==> src/rtl/raw_fwd_buffer.sv <==
// raw_fwd_buffer: DEPTH-entry RAW hazard record FIFO that replays each
// record's read burst in DDR wrap order, flagging beats that hit the write.
// Ports: clk, n_rst (async low); capture side raw, burst_size_pop,
// raddr_pop, pool_waddr, pool_wdata, in_ready; replay side fwd_valid,
// fwd_ready, fwd_addr, fwd_hit, fwd_data, fwd_last; count of queued records.
// Optional macro RAW_BUF_OVERFLOW_EN adds sticky ovf (dropped capture seen).
module raw_fwd_buffer #(
    parameter int ADDR_SIZE = 8,
    parameter int DATA_SIZE = 64,
    parameter int DEPTH     = 4
) (
    input  logic                         clk,
    input  logic                         n_rst,
    input  logic                         raw,
    input  logic [1:0]                   burst_size_pop,
    input  logic [ADDR_SIZE-1:0]         raddr_pop,
    input  logic [ADDR_SIZE-1:0]         pool_waddr,
    input  logic [DATA_SIZE-1:0]         pool_wdata,
    output logic                         in_ready,
    output logic                         fwd_valid,
    input  logic                         fwd_ready,
    output logic [ADDR_SIZE-1:0]         fwd_addr,
    output logic                         fwd_hit,
    output logic [DATA_SIZE-1:0]         fwd_data,
    output logic                         fwd_last,
    output logic [$clog2(DEPTH+1)-1:0]   count
`ifdef RAW_BUF_OVERFLOW_EN
    ,
    output logic                         ovf
`endif
);

    localparam int PW = $clog2(DEPTH);
    localparam int CW = $clog2(DEPTH + 1);

    typedef enum logic {IDLE, PLAY} state_t;

    typedef struct packed {
        logic [1:0]           code;
        logic [ADDR_SIZE-1:0] raddr;
        logic [ADDR_SIZE-1:0] waddr;
        logic [DATA_SIZE-1:0] wdata;
    } rec_t;

    rec_t                 mem [DEPTH];
    rec_t                 head;
    logic [PW-1:0]        wr_ptr;
    logic [PW-1:0]        rd_ptr;
    logic [CW-1:0]        cnt;
    logic [2:0]           beat;
    logic [2:0]           beat_max;
    state_t               state;
    state_t               state_nxt;
    logic                 push;
    logic                 adv;
    logic                 pop;
    logic                 last;
    logic [ADDR_SIZE-1:0] mask;
    logic [ADDR_SIZE-1:0] addr;

    assign head     = mem[rd_ptr];
    assign in_ready = (cnt != CW'(DEPTH));
    assign push     = raw && in_ready;
    assign adv      = (state == PLAY) && fwd_ready;
    assign pop      = adv && last;

    always_comb begin
        beat_max = 3'd0;
        unique case (head.code)
            2'd0: beat_max = 3'd0;
            2'd1: beat_max = 3'd1;
            2'd2: beat_max = 3'd3;
            2'd3: beat_max = 3'd7;
        endcase
    end

    // Low bits advance modulo the burst length; the mask keeps the
    // carry from ever reaching the block-select bits.
    assign mask = ADDR_SIZE'(beat_max);
    assign addr = (head.raddr & ~mask)
                | ((head.raddr + ADDR_SIZE'(beat)) & mask);
    assign last = (beat == beat_max);

    assign fwd_valid = (state == PLAY);
    assign fwd_addr  = fwd_valid ? addr : '0;
    assign fwd_hit   = fwd_valid && (addr == head.waddr);
    assign fwd_data  = fwd_hit ? head.wdata : '0;
    assign fwd_last  = fwd_valid && last;
    assign count     = cnt;

    always_comb begin
        state_nxt = state;
        unique case (state)
            IDLE: if (push) state_nxt = PLAY;
            PLAY: if (pop && !push && cnt == CW'(1)) state_nxt = IDLE;
        endcase
    end

    always_ff @(posedge clk) begin
        if (push) begin
            mem[wr_ptr] <= '{code:  burst_size_pop,
                             raddr: raddr_pop,
                             waddr: pool_waddr,
                             wdata: pool_wdata};
        end
    end

    always_ff @(posedge clk or negedge n_rst) begin
        if (!n_rst) begin
            state  <= IDLE;
            wr_ptr <= '0;
            rd_ptr <= '0;
            cnt    <= '0;
            beat   <= '0;
        end else begin
            state <= state_nxt;
            if (push) wr_ptr <= wr_ptr + 1'b1;
            if (pop)  rd_ptr <= rd_ptr + 1'b1;
            if (push && !pop)      cnt <= cnt + 1'b1;
            else if (pop && !push) cnt <= cnt - 1'b1;
            if (pop)      beat <= '0;
            else if (adv) beat <= beat + 3'd1;
        end
    end

`ifdef RAW_BUF_OVERFLOW_EN
    always_ff @(posedge clk or negedge n_rst) begin
        if (!n_rst)               ovf <= 1'b0;
        else if (raw && !in_ready) ovf <= 1'b1;
    end
`endif

endmodule

==> config.mk <==
export PLATFORM = sky130hd
export DESIGN_NAME = raw_fwd_buffer
export DESIGN_NICKNAME = d
export VERILOG_FILES = /design/src/rtl/raw_fwd_buffer.sv
export SDC_FILE = /design/constraint.sdc
export NUM_CORES = 1
export LEC_CHECK = 0
export BUFFER_PORTS_ARGS = -buffer_cell sky130_fd_sc_hd__buf_2
export CORE_ASPECT_RATIO = 2
export CORE_MARGIN = 4
export CORE_UTILIZATION = 56
export DETAILED_ROUTE_END_ITERATION = 10
export GPL_ROUTABILITY_DRIVEN = 0
export GPL_TIMING_DRIVEN = 0
export HOLD_SLACK_MARGIN = 0.12
export PLACE_DENSITY = 0.89
export SKIP_LAST_GASP = 1
export SLEW_MARGIN = 15
export SYNTH_ARGS = -nofsm -noshare
export SYNTH_HDL_FRONTEND = slang
export SYNTH_SLANG_ARGS = --single-unit
==> constraint.sdc <==
create_clock -name clk -period 9.2 [get_ports clk]
set_clock_uncertainty 0.15 [all_clocks]
set_input_delay 1.38 -clock clk [delete_from_list [all_inputs] [get_ports clk]]
set_output_delay 1.38 -clock clk [all_outputs]
set_load 0.01 [all_outputs]
==> results.txt <==
- The flow ran to the end, and the final reports show no timing, DRC or antenna violations.
- Placed wire-length estimate: 16900 um
- Switching power as a share of total power: 30.4%
- Syn avg cell area: 21.7 um2
* Flop and latch count out of synthesis: 339
- Count of final max-slew check failures: 0
- Shortest clock period the worst path allows after layout: 5.75 ns
* Internal Power: between 3 and 4 mW
- The completed layout was analyzed and its total power is between 4 and 5 mW.
- H-Tree Level Count: 1
- Summing the sequential cell areas from Yosys gives 76.5% of the chip area.
- Number of top-level design ports: 165
* Hold violation count in the final report: 0
- Relative contribution of the clock network to total power: 23.7%
- Setup TNS after final layout: 0 ns
- Via count of the first global-routing pass: 7107
- CTS tree: yes
- Area of the core: approximately 23000 um2
* Crit Reg-Reg Startpoint: rd_ptr[0]
* First-pass iteration count of the detailed router: 5
- Aggregate global routing overflow: 0
- Clock Sinks: 339
- Layout net count: 905
* Reported leakage power: 5.65 nW
- The first routing iteration left 453 violations.
- The critical path is of the flop to primary output type.
- At the end of the flow the core is filled with cells to 66.2%.
- Path depth of the worst reg2reg path: 9
- After layout, the worst setup slack is 3.45 ns.
* Warnings, synthesis: 0
- The die is 117 um wide.
- The min-delay analysis places its worst path in the category flop to flop.
- STA puts the critical path data required time at 7.67 ns.
* Net switching component of the power: approximately 1.4 mW
- First-pass GRT wire length: 40500 um
* Relative area change from synthesis to final layout: 16.2%
- Final routed wire length divided by cell count: approximately 24 um
* Number of gates resized after cts: 0
* Cells after Synth: 609
* Post-synth EDFFs: 328
* Antenna violations before repair: 4
* Number of cells on the worst hold path: 2
* Via-to-Cell Ratio: 5.88
* Most used flip-flop cell after synthesis: sky130_fd_sc_hd__edfxtp_1
- Tracing the worst setup path back leads to its startpoint at rd_ptr[0].
- Remaining max-slew budget at the tightest pin: 40.5%
- The die is 225 um tall.
- STA classifies the critical path startpoint as a flop.
* Netlist Area Pre-Place: between 10000 and 15000 um2
- Pin count of the biggest net entering global routing: 45
* Count of different cell masters after synthesis: 32
- No sink is reached through more buffers than the 3 on the longest clock path.
* Std cell rows: 79
- Setup repair after global routing missed its margin: false
- Setup Fix Bufs, Post-CTS: 0
* Total global routing track utilization: 20.5%
* Cell Pwr Density: between 300 and 400 nW/um2
* Count of max-cap constraint violations: 0
- Input and output buffers added on the ports amount to 164.
- Worst-path clk slew: 0.07 ns
* Endpoint arrival time on the critical path: 4.22 ns
- Final routed wirelength across all metal layers: about 26000 um
* Total number of vias: 6545
* Number of DRC violations after detailed routing: 0
- Once detail routing completed, the nets flagged for antenna violations numbered 0.
- Logic pwr share: between 30% and 40%
- Max Fanout on Critical Path: 10
- At the pin with the least slew margin, the transition time is 0.893 ns.
- Across all register-to-register paths, the minimum setup slack is 6.30 ns.
* Number of filler instances in the final layout: 1481
* Ratio of cells with drive above 1 in the final layout: 37.0%
* Worst hold slack across all endpoints: between 0.3 and 0.4 ns
* Area of the die: around 26000 um2
- Timing would allow up to about 170 MHz.
- The worst setup path is captured at a primary output.
- Syn Nets: between 700 and 800
- Clock root buffer master: sky130_fd_sc_hd__clkbuf_16
* Post-synthesis async set-or-reset flop share: 3.24%
- The worst-case IR drop observed on VDD is 0.302 mV.
- Counting the buffers created by CTS gives 27.
- Sequential cells account for 45.0% of the total power.
* Worst Setup EP: fwd_data[8]
* Final count of negative-setup-slack endpoints: 0
- For this design, the CTS-stage hold fixing added 0 buffers.
* Period utilization: 62.5%
- Effective utilization at floorplan: 57.0%
- Source-to-sink clock delay at the later pin of the worst-skew pair: 0.54 ns
* Pre-CTS setup slack: around 4.0 ns
* FF-to-FF End: count[2]
cell usage after synthesis (2+ instances only):
cell type	number	share of area (%)
sky130_fd_sc_hd__clkbuf_1	19	0.54
sky130_fd_sc_hd__buf_4	3	0.17
sky130_fd_sc_hd__o21ai_0	5	0.19
sky130_fd_sc_hd__a22o_1	2	0.13
sky130_fd_sc_hd__xor2_1	4	0.26
sky130_fd_sc_hd__mux2i_1	2	0.15
sky130_fd_sc_hd__dfrtp_1	11	2.1
sky130_fd_sc_hd__nor2b_1	3	0.14
sky130_fd_sc_hd__xnor2_1	14	0.93
sky130_fd_sc_hd__nor2_1	4	0.11
sky130_fd_sc_hd__and3_1	69	3.3
sky130_fd_sc_hd__and2_1	7	0.33
sky130_fd_sc_hd__ha_1	12	1.1
sky130_fd_sc_hd__nand2_1	8	0.23
sky130_fd_sc_hd__inv_1	11	0.31
sky130_fd_sc_hd__buf_6	6	0.51
sky130_fd_sc_hd__mux4_2	82	14
sky130_fd_sc_hd__buf_2	4	0.15
sky130_fd_sc_hd__nand3_1	2	0.076
sky130_fd_sc_hd__nand4_1	2	0.095
sky130_fd_sc_hd__edfxtp_1	328	74
final cells by class:
cell class / instances / area, um2 / share of cell area, %
sequential: 339 / 10100 / 65.8
antenna: 4 / 10.0 / 0.0651
clock buffer: 33 / 698 / 4.54
clock inverter: 16 / 136 / 0.887
timing repair buffer: 168 / 931 / 6.05
multi-input combinational: 226 / 2900 / 18.9
inverter: 11 / 41.3 / 0.268
buffer: 33 / 185 / 1.20
tap: 283 / 354 / 2.30
cell families (layout without fill, tap and decap cells):
group / after synthesis / count (layout) / synth area share (%)
AO/OA/AOI/OAI: 11 / 11 / 0.539
XOR/XNOR: 18 / 18 / 1.19
adder cells (fa/ha/maj): 13 / 13 / 1.29
buffers and inverters: 44 / 261 / 1.71
flip-flops: 339 / 339 / 76.5
multiplexers: 85 / 85 / 14.3
other: 0 / 4 / 0
AND/OR/NAND/NOR: 99 / 99 / 4.47
per-stage QoR:
step	instance area, um2	std cells
floorplan	13200	609
finish	15400	1113
global placement	14400	1056
CTS	15400	1109
detailed placement	14500	1060
global route	15400	1113
power groups by stage:
| stage | clock, mW | combinational (mW) | sequential, mW |
|---|---|---|---|
| 4_1_cts | 1.14 | 1.51 | 2.12 |
| 6_report | 1.11 | 1.47 | 2.12 |
| 3_3_place_gp | 0 | 1.45 | 2.18 |
| 5_1_grt | 1.19 | 1.62 | 2.14 |
| 3_5_place_dp | 0 | 1.51 | 2.15 |
| 2_1_floorplan | 0 | 1.04 | 2.15 |
registers in the layout, indices dropped and copies added, names as in the netlist:
name and cells:
beat 3, fwd_valid 1, wr_ptr 2, count 3, mem 328, rd_ptr 2
per-layer routing:
metal	up-vias	wire length, um	GRT usage, %	part of all wire (%)
li1	2898	-	-	-
met1	3368	9390	25.2	36
met2	219	14600	36.4	56
met3	60	1250	2.45	4.8
met4	0	1070	8.63	4.0
met5	-	0	0	0
cell usage in the layout, fill, tap and decap left out, types with 4 or more instances in the layout:
cell	count
sky130_fd_sc_hd__xor2_1	4
sky130_fd_sc_hd__clkinv_1	6
sky130_fd_sc_hd__and3_4	4
sky130_fd_sc_hd__nor2_1	4
sky130_fd_sc_hd__clkbuf_1	25
sky130_fd_sc_hd__buf_16	4
sky130_fd_sc_hd__inv_1	11
sky130_fd_sc_hd__clkbuf_16	27
sky130_fd_sc_hd__mux4_2	82
sky130_fd_sc_hd__dfrtp_1	11
sky130_fd_sc_hd__buf_6	6
sky130_fd_sc_hd__buf_2	168
sky130_fd_sc_hd__clkinv_2	4
sky130_fd_sc_hd__ha_1	12
sky130_fd_sc_hd__diode_2	4
sky130_fd_sc_hd__o21ai_0	5
sky130_fd_sc_hd__and2_1	7
sky130_fd_sc_hd__xnor2_1	14
sky130_fd_sc_hd__nand2_1	8
sky130_fd_sc_hd__and3_1	65
sky130_fd_sc_hd__edfxtp_1	328
how the worst min path moves through the flow:
stage / end / start
final: count[1] / count[1]
after global routing: count[2] / count[2]
after CTS: count[1] / count[1]
after detailed placement: count[1] / count[1]
after global placement: count[2] / count[2]
after floorplan: beat[2] / beat[2]
critical path, stage by stage, from the launching register on:
cell and delay, ns:
sky130_fd_sc_hd__dfrtp_1 0.43, sky130_fd_sc_hd__buf_4 0.27, sky130_fd_sc_hd__mux4_2 0.54, sky130_fd_sc_hd__ha_1 0.19, sky130_fd_sc_hd__inv_1 0.07, sky130_fd_sc_hd__fa_1 0.42, sky130_fd_sc_hd__inv_1 0.11, sky130_fd_sc_hd__mux2i_4 0.08
sky130_fd_sc_hd__xnor2_1 0.14, sky130_fd_sc_hd__nor4_2 0.55, sky130_fd_sc_hd__buf_4 0.33, sky130_fd_sc_hd__buf_6 0.16, sky130_fd_sc_hd__and3_1 0.22, sky130_fd_sc_hd__buf_2 0.15
Note: power is estimated with default switching activity, not from simulation.
